File: src/rtl/serial_adder_pkg.sv
// ============================================================================
//  Module      : serial_adder_pkg
//  Description : Shared state encoding and sizing helpers for the bit-serial
//                adder.
//  Revision    : 1.0 - initial release
// ============================================================================
`default_nettype none

package serial_adder_pkg;

    // State encoding for the serial adder controller
    localparam logic [1:0] ST_IDLE = 2'd0;
    localparam logic [1:0] ST_RUN  = 2'd1;
    localparam logic [1:0] ST_DONE = 2'd2;

    typedef enum logic [1:0] {
        S_IDLE = ST_IDLE,
        S_RUN  = ST_RUN,
        S_DONE = ST_DONE
    } state_e;

    // Bit-counter width: clog2 of the operand width, never below one bit
    function automatic int cnt_width(input int width);
        return (width < 2) ? 1 : $clog2(width);
    endfunction

endpackage : serial_adder_pkg

`default_nettype wire

File: src/rtl/full_adder.sv
// ============================================================================
//  Module      : full_adder
//  Description : One-bit full adder built from two half adders and an OR.
//  Revision    : 1.0 - initial release
// ============================================================================
`default_nettype none

module full_adder (
    input  logic a,
    input  logic b,
    input  logic cin,
    output logic sum,
    output logic carry
);

    logic w_s1;
    logic w_c1;
    logic w_c2;

    // First stage adds the operand bits
    half_adder u_ha0 (
        .a     (a),
        .b     (b),
        .sum   (w_s1),
        .carry (w_c1)
    );

    // Second stage folds in the incoming carry
    half_adder u_ha1 (
        .a     (w_s1),
        .b     (cin),
        .sum   (sum),
        .carry (w_c2)
    );

    // The two partial carries can never both be set, so OR merges them
    assign carry = w_c1 | w_c2;

endmodule : full_adder

`default_nettype wire

File: src/rtl/half_adder.sv
// ============================================================================
//  Module      : half_adder
//  Description : One-bit half adder cell (sum = a ^ b, carry = a & b).
//  Revision    : 1.0 - initial release
// ============================================================================
`default_nettype none

module half_adder (
    input  logic a,
    input  logic b,
    output logic sum,
    output logic carry
);

    assign sum   = a ^ b;
    assign carry = a & b;

endmodule : half_adder

`default_nettype wire

File: src/rtl/serial_adder.sv
// ============================================================================
//  Module      : serial_adder
//  Description : Bit-serial WIDTH-bit adder. Operands are captured on an
//                accepted start, summed LSB first one bit per clock through a
//                single full adder, and the result is presented with a
//                one-cycle done pulse.
//                Optional macro SERIAL_ADDER_CIN_EN adds a carry-in port.
//  Revision    : 1.0 - initial release
// ============================================================================
`default_nettype none

module serial_adder
    import serial_adder_pkg::*;
#(
    parameter int WIDTH = 8
) (
    input  logic             clk,
    input  logic             rst_n,
    input  logic             start,
    input  logic [WIDTH-1:0] a,
    input  logic [WIDTH-1:0] b,
`ifdef SERIAL_ADDER_CIN_EN
    input  logic             cin,
`endif
    output logic             busy,
    output logic             done,
    output logic [WIDTH-1:0] sum,
    output logic             carry
);

    localparam int             CNT_W    = cnt_width(WIDTH);
    localparam logic [CNT_W-1:0] CNT_LAST = CNT_W'(WIDTH - 1);

    state_e           state_q;
    state_e           state_d;
    logic [WIDTH-1:0] sa_q;
    logic [WIDTH-1:0] sb_q;
    logic [WIDTH-1:0] res_q;
    logic             cf_q;
    logic [CNT_W-1:0] cnt_q;
    logic [WIDTH-1:0] sum_q;
    logic             cout_q;

    logic             fa_s;
    logic             fa_c;
    logic             load;
    logic             last;
    logic             cin_init;

`ifdef SERIAL_ADDER_CIN_EN
    assign cin_init = cin;
`else
    assign cin_init = 1'b0;
`endif

    // A start is only honoured outside RUN; requests during RUN are dropped
    assign load = start && (state_q != S_RUN);
    assign last = (state_q == S_RUN) && (cnt_q == CNT_LAST);

    // The single full adder is the only arithmetic in the block
    full_adder u_fa (
        .a     (sa_q[0]),
        .b     (sb_q[0]),
        .cin   (cf_q),
        .sum   (fa_s),
        .carry (fa_c)
    );

    // State register
    always_ff @(posedge clk or negedge rst_n) begin
        if (!rst_n) begin
            state_q <= S_IDLE;
        end else begin
            state_q <= state_d;
        end
    end

    // Next-state logic: IDLE/DONE accept start, RUN ends after WIDTH bits
    always_comb begin
        state_d = state_q;
        case (state_q)
            S_IDLE:  if (start) state_d = S_RUN;
            S_RUN:   if (cnt_q == CNT_LAST) state_d = S_DONE;
            S_DONE:  state_d = start ? S_RUN : S_IDLE;
            default: state_d = S_IDLE;
        endcase
    end

    // Datapath: operand capture, bit-serial shifting and result registers
    always_ff @(posedge clk or negedge rst_n) begin
        if (!rst_n) begin
            sa_q   <= '0;
            sb_q   <= '0;
            res_q  <= '0;
            cf_q   <= 1'b0;
            cnt_q  <= '0;
            sum_q  <= '0;
            cout_q <= 1'b0;
        end else if (load) begin
            sa_q  <= a;
            sb_q  <= b;
            cf_q  <= cin_init;
            cnt_q <= '0;
        end else if (state_q == S_RUN) begin
            sa_q  <= {1'b0, sa_q[WIDTH-1:1]};
            sb_q  <= {1'b0, sb_q[WIDTH-1:1]};
            res_q <= {fa_s, res_q[WIDTH-1:1]};
            cf_q  <= fa_c;
            cnt_q <= cnt_q + 1'b1;
            // On the final bit the result is taken straight from the shifter
            // input so it is valid in the DONE cycle
            if (last) begin
                sum_q  <= {fa_s, res_q[WIDTH-1:1]};
                cout_q <= fa_c;
            end
        end
    end

    assign busy  = (state_q == S_RUN);
    assign done  = (state_q == S_DONE);
    assign sum   = sum_q;
    assign carry = cout_q;

endmodule : serial_adder

`default_nettype wire

File: config.mk
export PLATFORM = sky130hd
export DESIGN_NAME = serial_adder
export DESIGN_NICKNAME = d
export VERILOG_FILES = /design/src/rtl/serial_adder_pkg.sv /design/src/rtl/full_adder.sv /design/src/rtl/half_adder.sv /design/src/rtl/serial_adder.sv
export SDC_FILE = /design/constraint.sdc
export NUM_CORES = 1
export LEC_CHECK = 0
export CORE_MARGIN = 2
export CORE_UTILIZATION = 62
export DETAILED_ROUTE_END_ITERATION = 8
export DONT_BUFFER_PORTS = 1
export PLACE_DENSITY_LB_ADDON = 0.08
export REMOVE_ABC_BUFFERS = 1
export SLEW_MARGIN = 5
export SYNTH_ARGS = -nofsm -noshare
export SYNTH_HDL_FRONTEND = slang
export SYNTH_SLANG_ARGS = --single-unit
File: constraint.sdc
create_clock -name clk -period 1.8 [get_ports clk]
set_clock_uncertainty 0.05 [all_clocks]
set_input_delay 0.54 -clock clk [delete_from_list [all_inputs] [get_ports clk]]
set_output_delay 0.54 -clock clk [all_outputs]
set_load 0.01 [all_outputs]
==> results of run 1 <==
-- cells in the mapped netlist --
cell / instances / area, um^2
buf_2: 1 / 5.00
buf_6: 5 / 56.3
dfrtp_1: 38 / 951
fa_1: 1 / 20.0
ha_1: 2 / 25.0
inv_1: 3 / 11.3
mux2_2: 15 / 169
mux2_4: 32 / 480
mux2i_1: 3 / 30.0
nand2b_1: 2 / 12.5
nand3b_1: 1 / 7.51
nor2_1: 2 / 7.51
nor2b_1: 4 / 25.0
o22ai_1: 1 / 6.26
-- stage by stage --
step	setup TNS, ns	power [uW]
after detailed placement	0	2820
final	0	3220
after global placement	0	2760
after CTS	0	3250
after global routing	0	3440
after floorplan	-0.927	2580
-- how the worst max path moves through the flow --
stage,start,to,slack (ns),depth (start not counted)
finish,state_q[1],busy,0.13,2
global route,state_q[1],busy,0.05,2
CTS,state_q[1],busy,0.10,2
detailed placement,cnt_q[0],sum[5],0.23,5
global placement,cnt_q[0],sum[5],0.27,5
floorplan,state_q[1],busy,-0.35,2
-- cell families (layout without fill, tap and decap cells) --
| logic type | after synthesis | count (layout) | synth area share (%) |
|---|---|---|---|
| adders and majority gates | 3 | 3 | 2.49 |
| DFF | 38 | 38 | 52.6 |
| buffers and inverters | 9 | 15 | 4.02 |
| AOI/OAI and AO/OA | 1 | 1 | 0.346 |
| and+or+nand+nor | 9 | 9 | 2.91 |
| muxes | 50 | 50 | 37.6 |
-- cells in the final DEF, fill, tap and decap left out --
cell type / count
mux2i_1: 3
clkbuf_1: 2
nor2_1: 2
mux2_4: 32
buf_12: 1
inv_1: 3
dfrtp_1: 38
clkbuf_4: 5
mux2_2: 15
buf_4: 3
nor2b_1: 4
dlygate4sd3_1: 1
nand3b_1: 1
ha_1: 2
fa_1: 1
o22ai_1: 1
nand2b_1: 2
-- worst max-delay path: stages, from the launching register on --
cell	delay (ns)
dfrtp_1	0.39
nand2b_1	0.17
inv_1	0.19
-- layout make-up --
type	instances	area share (%)
inverters	3	0.598
clock buffers	7	2.39
well taps	31	2.06
flip-flops and latches	38	50.5
multi-input cells	63	41.6
repair buffers	5	2.79
-- power groups by stage --
stage                     Combinational, uW  Clock (uW)  Sequential [uW]
after floorplan                        1100           0             1480
after global placement                 1220           0             1550
after detailed placement               1250           0             1570
after CTS                              1290         410             1560
after global routing                   1390         444             1600
final                                  1280         399             1550
-- sequential cells by signal, indices dropped and copies added (netlist names) --
name     cells
sum          8
res_q        7
state_q      2
sa_q         8
cf_q         1
carry        1
cnt_q        3
sb_q         8
-- timing repair --
action | in CTS | in global routing
endpoints found under the hold margin | 38 | 0
hold buffers | 2 | 0
resized for setup | 0 | 0
-- metal layers --
layer | share of wire (%) | GRT usage, % | up-vias
li1 | - | - | 394
met1 | 43 | 23.8 | 445
met2 | 51 | 32.5 | 20
met3 | 5.1 | 5.80 | 4
met4 | 1.3 | 6.98 | 0
met5 | 0 | 0 | -
==> key figures, run 1 <==
Power
  • VDD IR max: 1170 uV
  • Switch Pwr: 979 uW
  • P per Cell Area: 1710 mW/mm^2
  • Int Power: 2240 uW
  • Sequential Power Share: 48.1%
  • Switch share: 30.4%
  • Clock power share: 12.4%
  • Pleak: 0.000929 uW
  • Comb power frac: 39.6%

Synthesis
  • Post-synthesis sequential area ratio: 52.6%
  • Yosys Warn Count: 0
  • #FFs+latches synth: 38
  • Cells after Synth: 110
  • Synth cell types: 14
  • Average size of a mapped cell: 16.4 um^2
  • Syn Std Cell Area: 0.00181 mm^2

Die
  • Die area: 0.00336 mm^2
  • Chip width: 58.0 um
  • Core Box Area: 0.00276 mm^2
  • Die Height: 58.0 um
  • Starting Density: 65.5%
  • IO Count: 30
  • Core Rows: 19

Route
  • Initial DRC count: 46
  • Pre-antenna DRT Iters: 4
  • Antenna Nets Post-Route: 0
  • Final Routed Wirelength: 2810 um
  • Post-route DRC: 0
  • Avg WL per Cell: 19.1 um
  • Total number of vias: 863
  • Vias/cell: 5.87

Run
  • Total of max-cap violations: 0

Layout
  • Layout area overhead: 4.15%
  • Finished Layout Cells: 147
  • Share of cells above drive strength 1: 48.3%
  • Diodes inserted: 0
  • Sequential cell area: 951 um^2
  • Final Util: 68.2%
  • Final non-filler cell area: 0.00188 mm^2
  • Final Net Count: 138
  • Area of the multi-input gates: 783 um^2
  • Fillers: 204

CTS
  • Clock Sinks: 38
  • Clock Path Buffers: 2
  • Clock Latency Late Sink: 0.33 ns
  • Clk slew on worst S/H paths: 0.10 ns
  • H-tree depth: 2
  • Root Driver: clkbuf_4
  • Post-CTS Setup Repair Bufs: 0
  • CTS Buf Count: 5
  • CTS tree: yes

Worst hold path
  • Worst Hold Class: in2reg
  • WHS Endpoint: state_q[0]
  • HP Start: start
  • Hold Crit Depth: 2

Worst setup path
  • WP data required: 1.21 ns
  • Nature of the critical path startpoint: flip-flop
  • Critical path endpoint category: primary output
  • Crit Path Category: reg2out
  • Worst EP arrival: 1.08 ns
  • Worst Reg-to-Reg Cells: 5
  • Worst-path maximum fanout: 4
  • Flop-to-flop setup slack: 0.21 ns
  • End of the worst register-to-register path: sum[5]
  • Origin of the critical flop-to-flop path: cnt_q[0]

Placed design
  • # port buffers: 0
  • Setup WS pre-CTS: 0.235 ns
  • DP HPWL: 1830 um
  • Placed cells: 138
  • Global placer's final weighted congestion: 0.726
  • Placed inst area: 0.00181 mm^2

Global routing
  • Initial antenna violation count: 0
  • GRT Overall Usage: 19.4%
  • First-pass GRT wire length: 4710 um
  • Total congestion overflow: 0
  • Largest net degree at the start of global routing: 39
  • Number of global-route vias before repair: 1003

Timing
  • Hold slack: 0.300 ns
  • Worst setup margin: 0.127 ns
  • Final Hold Fails: 0
  • Final setup fails: 0
  • Worst Tran Pin Value: 0.269 ns
  • Slew margin rel.: 82.1%
  • Fin crit period: 1.67 ns
  • RSZ-0062 raised after global routing: no
  • Fin. max-slew vios: 0
  • FMAX: 598 MHz
  • Tcrit/Tclk final: 92.9%

Status
  • Status: finished, final reports clean
(Power assumes the default switching activity.)
==> run 2: changes to the inputs <==
- SLEW_MARGIN: 5 -> not set
==> results of run 2 <==
Final layout, timing and power as in run 1 (identical DEF).
